`config.mk`:
```
export PLATFORM = sky130hd
export DESIGN_NAME = seven_seg_scan_reader
export DESIGN_NICKNAME = d
export VERILOG_FILES = /design/src/rtl/seven_seg_scan_reader.sv
export SDC_FILE = /design/constraint.sdc
export NUM_CORES = 1
export LEC_CHECK = 0
export BUFFER_PORTS_ARGS = -buffer_cell sky130_fd_sc_hd__buf_2
export CAP_MARGIN = 20
export CORE_AREA = 8 8 87 89
export DETAILED_ROUTE_END_ITERATION = 6
export DIE_AREA = 0 0 95 97
export GPL_TIMING_DRIVEN = 0
export PLACE_DENSITY = 0.79
export SLEW_MARGIN = 40
export SYNTH_ARGS = -nofsm -noshare
export SYNTH_HDL_FRONTEND = slang
export SYNTH_SLANG_ARGS = --single-unit
```
`constraint.sdc`:
```
create_clock -name clk -period 2 [get_ports clk]
set_input_delay 0.4 -clock clk [delete_from_list [all_inputs] [get_ports clk]]
set_output_delay 0.4 -clock clk [all_outputs]
set_load 0.02 [all_outputs]
```
`src/rtl/seven_seg_scan_reader.sv`:
```
// Recovers hex digits from a scanned 7-segment bus. Each stable digit period yields
// at most one capture, and a completed set of captures is published as a frame.
module seven_seg_scan_reader #(
  parameter int NUM_DIG    = 4,
  parameter int STABLE_CYC = 4
) (
  input  logic                 clk,
  input  logic                 rst_x,
  input  logic [7:0]           seg_in,
  input  logic [NUM_DIG-1:0]   dig_sel,
  output logic [4*NUM_DIG-1:0] value,
  output logic [NUM_DIG-1:0]   dots,
  output logic [NUM_DIG-1:0]   bad,
  output logic                 frame_valid,
  output logic                 sel_err
);

  localparam int CW = $clog2(STABLE_CYC + 1);

  typedef enum logic {SETTLE = 1'b0, HELD = 1'b1} state_t;

  state_t                 state_r;
  logic [7:0]             seg_r;
  logic [NUM_DIG-1:0]     sel_r;
  logic [CW-1:0]          cnt_r;
  logic [4*NUM_DIG-1:0]   shad_val_r;
  logic [NUM_DIG-1:0]     shad_dot_r;
  logic [NUM_DIG-1:0]     shad_bad_r;
  logic [NUM_DIG-1:0]     seen_r;

  logic [4:0]             dec_s;
  logic                   chg_s;
  logic                   onehot_s;
  logic                   act_s;
  logic [NUM_DIG-1:0]     cap_mask_s;
  logic [NUM_DIG-1:0]     seen_nxt_s;

  // Returns {bad, nibble}; unrecognised patterns map to nibble 0 with bad set.
  function automatic logic [4:0] decode_glyph(input logic [6:0] pat);
    case (pat)
      7'h3F:   return {1'b0, 4'h0};
      7'h06:   return {1'b0, 4'h1};
      7'h5B:   return {1'b0, 4'h2};
      7'h4F:   return {1'b0, 4'h3};
      7'h66:   return {1'b0, 4'h4};
      7'h6D:   return {1'b0, 4'h5};
      7'h7D:   return {1'b0, 4'h6};
      7'h07:   return {1'b0, 4'h7};
      7'h7F:   return {1'b0, 4'h8};
      7'h6F:   return {1'b0, 4'h9};
      7'h77:   return {1'b0, 4'hA};
      7'h7C:   return {1'b0, 4'hB};
      7'h39:   return {1'b0, 4'hC};
      7'h5E:   return {1'b0, 4'hD};
      7'h79:   return {1'b0, 4'hE};
      7'h71:   return {1'b0, 4'hF};
      default: return {1'b1, 4'h0};
    endcase
  endfunction

  // Change detection, settle decision and next seen set.
  always_comb begin
    dec_s    = decode_glyph(seg_r[6:0]);
    chg_s    = (seg_in != seg_r) || (dig_sel != sel_r);
    onehot_s = (sel_r != {NUM_DIG{1'b0}}) &&
               ((sel_r & (sel_r - NUM_DIG'(1))) == {NUM_DIG{1'b0}});
    // Act on the edge where the count would reach STABLE_CYC with the input still unchanged.
    act_s    = (state_r == SETTLE) && !chg_s && (cnt_r == CW'(STABLE_CYC - 1));
    if (act_s && onehot_s) begin
      cap_mask_s = sel_r;
    end else begin
      cap_mask_s = {NUM_DIG{1'b0}};
    end
    if (&seen_r) begin
      seen_nxt_s = cap_mask_s;
    end else begin
      seen_nxt_s = seen_r | cap_mask_s;
    end
  end

  // Input stage, stability counter, settle/held FSM, shadow capture and frame publish.
  always_ff @(posedge clk) begin
    if (rst_x) begin
      state_r     <= SETTLE;
      seg_r       <= 8'h00;
      sel_r       <= {NUM_DIG{1'b0}};
      cnt_r       <= {CW{1'b0}};
      shad_val_r  <= {(4*NUM_DIG){1'b0}};
      shad_dot_r  <= {NUM_DIG{1'b0}};
      shad_bad_r  <= {NUM_DIG{1'b0}};
      seen_r      <= {NUM_DIG{1'b0}};
      value       <= {(4*NUM_DIG){1'b0}};
      dots        <= {NUM_DIG{1'b0}};
      bad         <= {NUM_DIG{1'b0}};
      frame_valid <= 1'b0;
      sel_err     <= 1'b0;
    end else begin
      seg_r <= seg_in;
      sel_r <= dig_sel;
      if (chg_s) begin
        cnt_r <= {CW{1'b0}};
      end else if (cnt_r != CW'(STABLE_CYC)) begin
        cnt_r <= cnt_r + CW'(1);
      end else begin
        cnt_r <= cnt_r;
      end

      case (state_r)
        SETTLE:  state_r <= act_s ? HELD : SETTLE;
        HELD:    state_r <= chg_s ? SETTLE : HELD;
        default: state_r <= SETTLE;
      endcase

      sel_err <= act_s && !onehot_s && (sel_r != {NUM_DIG{1'b0}});

      for (int i = 0; i < NUM_DIG; i++) begin
        if (cap_mask_s[i]) begin
          shad_val_r[4*i +: 4] <= dec_s[3:0];
          shad_dot_r[i]        <= seg_r[7];
          shad_bad_r[i]        <= dec_s[4];
        end
      end
      seen_r <= seen_nxt_s;

      frame_valid <= &seen_r;
      if (&seen_r) begin
        value <= shad_val_r;
        dots  <= shad_dot_r;
        bad   <= shad_bad_r;
      end
    end
  end

endmodule

```
==> flow_metrics.env <==
export IMPL_worstSetupPathDepth=6
export IMPL_fin_area_sq_mm=0.00360
export IMPL_grt_start_max_net_pins=13
export IMPL_dp_hpwl_um=4510
export IMPL_tightest_slew_ns=0.472
export IMPL_critPathSlowestCell="nand4b_1"
export IMPL_cp_required_ns=2.26
export IMPL_cts_tree="done"
export IMPL_cts_buffers=9
export IMPL_async_flop_share_pct=0
export IMPL_die_h_um=97
export IMPL_drc_errors=0
export IMPL_io_pins=40
export IMPL_drt_initial_drc_count=77
export IMPL_critPathCapture="shad_bad_r[1]"
export IMPL_vias_per_cell=5.23
export IMPL_die_area_sq_mm=0.00922
export IMPL_rows=29
export IMPL_hold_viol_final=0
export IMPL_r2r_setup_slack_ns=0.1
export IMPL_multi_input_area_sq_mm=0.00154
export IMPL_clk_pin_slew_ns=0.07
export IMPL_grt_pass1_wl_um=11000
export IMPL_antennaDiodeCount=0
export IMPL_maxCapViolations=0
export IMPL_htree_num_levels=3
export IMPL_rr_startpoint="seg_r[5]"
export IMPL_slew_headroom_pct=68.6
export IMPL_yosys_cell_types_count=46
export IMPL_syn_instance_count=319
export IMPL_grtUsageTotal_pct=14.9
export IMPL_synth_area_sq_mm=0.00302
export IMPL_r2r_cells=6
export IMPL_hold_path_class="in2reg"
export IMPL_routedWlPerCell_um=13.9
export IMPL_drive_above_1_share_pct=23.9
export IMPL_design_core_area_sq_mm=0.00620
export IMPL_cts_hold_fix_buffers=0
export IMPL_synth_nets=336
export IMPL_p_leak_uw=0.00137
export IMPL_first_global_vias=2393
export IMPL_final_util_pct=58.0
export IMPL_fmax_mhz=526
export IMPL_arrival_ns=2.16
export IMPL_crit_fanout=10
export IMPL_dieWidth_um=95
export IMPL_ir_drop_v=0.000358
export IMPL_cellPowerDensity_mw_per_mm2=743
export IMPL_crit_chain="clkbuf_2 > and4bb_2 > a22oi_1 > o21ai_2 > nand4b_1 > mux2i_1"
export IMPL_clk_latency_ns=0.34
export IMPL_postRouteAntennaNets=0
export IMPL_synth_edf_count=0
export IMPL_wl_um=6370
export IMPL_placed_cell_area_sq_mm=0.00331
export IMPL_setup_viol=0
export IMPL_antenna_found_initial=0
export IMPL_crit_path_end_kind="flop"
export IMPL_start_util_pct=48.6
export IMPL_finClkSkew_ns=0.00525
export IMPL_fill_cells=531
export IMPL_critPathLaunchType="flop"
export IMPL_ys_warn_count=0
export IMPL_clock_sinks=70
export IMPL_rsz0062_at_grt="no"
export IMPL_via_count=2388
export IMPL_crit_type="reg2reg"
export IMPL_outcome="complete, no violations"
export IMPL_syn2layout_area_growth_pct=19.2
export IMPL_fin_nets=392
export IMPL_total_power_uw=2670
export IMPL_drtPass1Iterations=4
export IMPL_slowest_delay_ns=0.34
export IMPL_clock_path_buffers=2
export IMPL_synth_area_per_cell_sq_um=9.46
export IMPL_final_period_utilization_pct=95.0
export IMPL_seq_area_sq_mm=0.00140
export IMPL_io_buffers=39
export IMPL_synth_seq_cells=70
export IMPL_finalCriticalPeriod_ns=1.90
export IMPL_overflow=0
export IMPL_worstReg2RegEnd="shad_bad_r[1]"
export IMPL_worst_path_buf_inv=1
export IMPL_synth_seq_area_share_pct=46.4
export IMPL_routabilityCongestion=0.814
export IMPL_drv_slew=0
export IMPL_critPathTopFamily="simple AND/OR/NAND/NOR gates"
export IMPL_root_buffer="clkbuf_8"
export IMPL_crit_start="seg_r[5]"
export IMPL_ys_flop_type="dfxtp_1"
[cells in the final DEF (no fill, tap or decap), types with 2 or more instances in the layout]
master and count:
xnor2_1 8, dfxtp_1 70, nand4_1 2, buf_6 4, a21o_1 2, nor2_1 32
xnor2_2 4, clkinvlp_4 2, nor4bb_2 2, nand4_4 2, a31oi_1 2, clkbuf_1 14
nand2b_1 5, nand4b_1 4, nor4_4 4, clkbuf_2 3, buf_2 40, a21oi_1 30
o22ai_1 2, ha_1 2, nor4bb_1 2, and3_2 3, nand3_1 6, buf_4 3
nand2_1 53, mux2i_1 24, inv_1 4, nor2b_1 12, clkbuf_8 12
[final cells by class]
| class | instances | area share, % |
|---|---|---|
| inverter | 4 | 0.417 |
| buffer | 20 | 2.64 |
| clock buffer | 12 | 4.59 |
| tap | 77 | 2.68 |
| multi-input combinational | 225 | 42.7 |
| clock inverter | 4 | 0.800 |
| timing repair buffer | 45 | 7.23 |
| sequential | 70 | 38.9 |
[logic make-up after synthesis]
group	synth area share, %
xor+xnor	5.68
mux	7.96
simple gates	26.9
flops	46.4
compound gates	7.96
buf+inv	3.52
fa+ha+maj	1.58
[through the flow]
stage / std cells / hold WS (ns) / setup slack [ns] / TNS, ns
after floorplan: 319 / 0.431 / 0.182 / 0
after global placement: 435 / 0.441 / -0.110 / -1.58
after detailed placement: 435 / 0.443 / -0.159 / -2.09
after CTS: 456 / 0.290 / 0.0127 / 0
after global routing: 457 / 0.312 / 0.0144 / 0
final: 457 / 0.297 / 0.0991 / 0
[synthesized netlist by cell type (all sizes together) (4+ instances only)]
library cell / n / area (sq um)
a21oi: 30 / 150
nor4: 5 / 97.6
nor2b: 13 / 81.3
nand2b: 5 / 31.3
nand2: 53 / 199
nor2: 32 / 120
nand4: 5 / 67.6
xnor2: 13 / 163
dfxtp: 70 / 1400
and3: 4 / 28.8
nor4bb: 4 / 40.0
mux2i: 24 / 240
inv: 4 / 15.0
nand4b: 4 / 35.0
nand3: 6 / 30.0
clkbuf: 17 / 63.8
[worst min path at each step]
stage               slack (ns)  cells past startpoint       end           from
finish                    0.30                      2  seg_r[4]      seg_in[4]
global placement          0.44                      2  value[9]       value[9]
global route              0.31                      2  seg_r[5]      seg_in[5]
detailed placement        0.44                      2   dots[3]        dots[3]
CTS                       0.29                      2  seg_r[4]      seg_in[4]
floorplan                 0.43                      2   dots[0]  shad_dot_r[0]
[timing repair]
| item | CTS | global route |
|---|---|---|
| pin swaps | 4 | 4 |
| resized for setup | 5 | 9 |
| setup buffers | 5 | 1 |
| setup endpoints to repair | 24 | 25 |
| hold endpoints to repair | 0 | 0 |
[registers in the layout, indices dropped and copies added (netlist names)]
register     flops
shad_val_r      16
value           16
seg_r            8
bad              4
dots             4
seen_r           4
sel_r            4
shad_bad_r       4
shad_dot_r       4
cnt_r            3
frame_valid      1
sel_err          1
state_r          1
[power breakdown]
part / switching, uW / internal (uW)
combinational: 96.7 / 72.2
sequential: 16.6 / 1410
clock: 529 / 554
total: 642 / 2030
[routing by layer]
layer | vias to the layer above | global-route usage [%] | wire (um)
met2 | 45 | 24.1 | 3160
met3 | 12 | 3.63 | 323
met1 | 1128 | 17.4 | 2740
met4 | 0 | 8.29 | 146
li1 | 1203 | - | -
met5 | - | 0 | 0
Note: power is estimated with default switching activity, not from simulation.
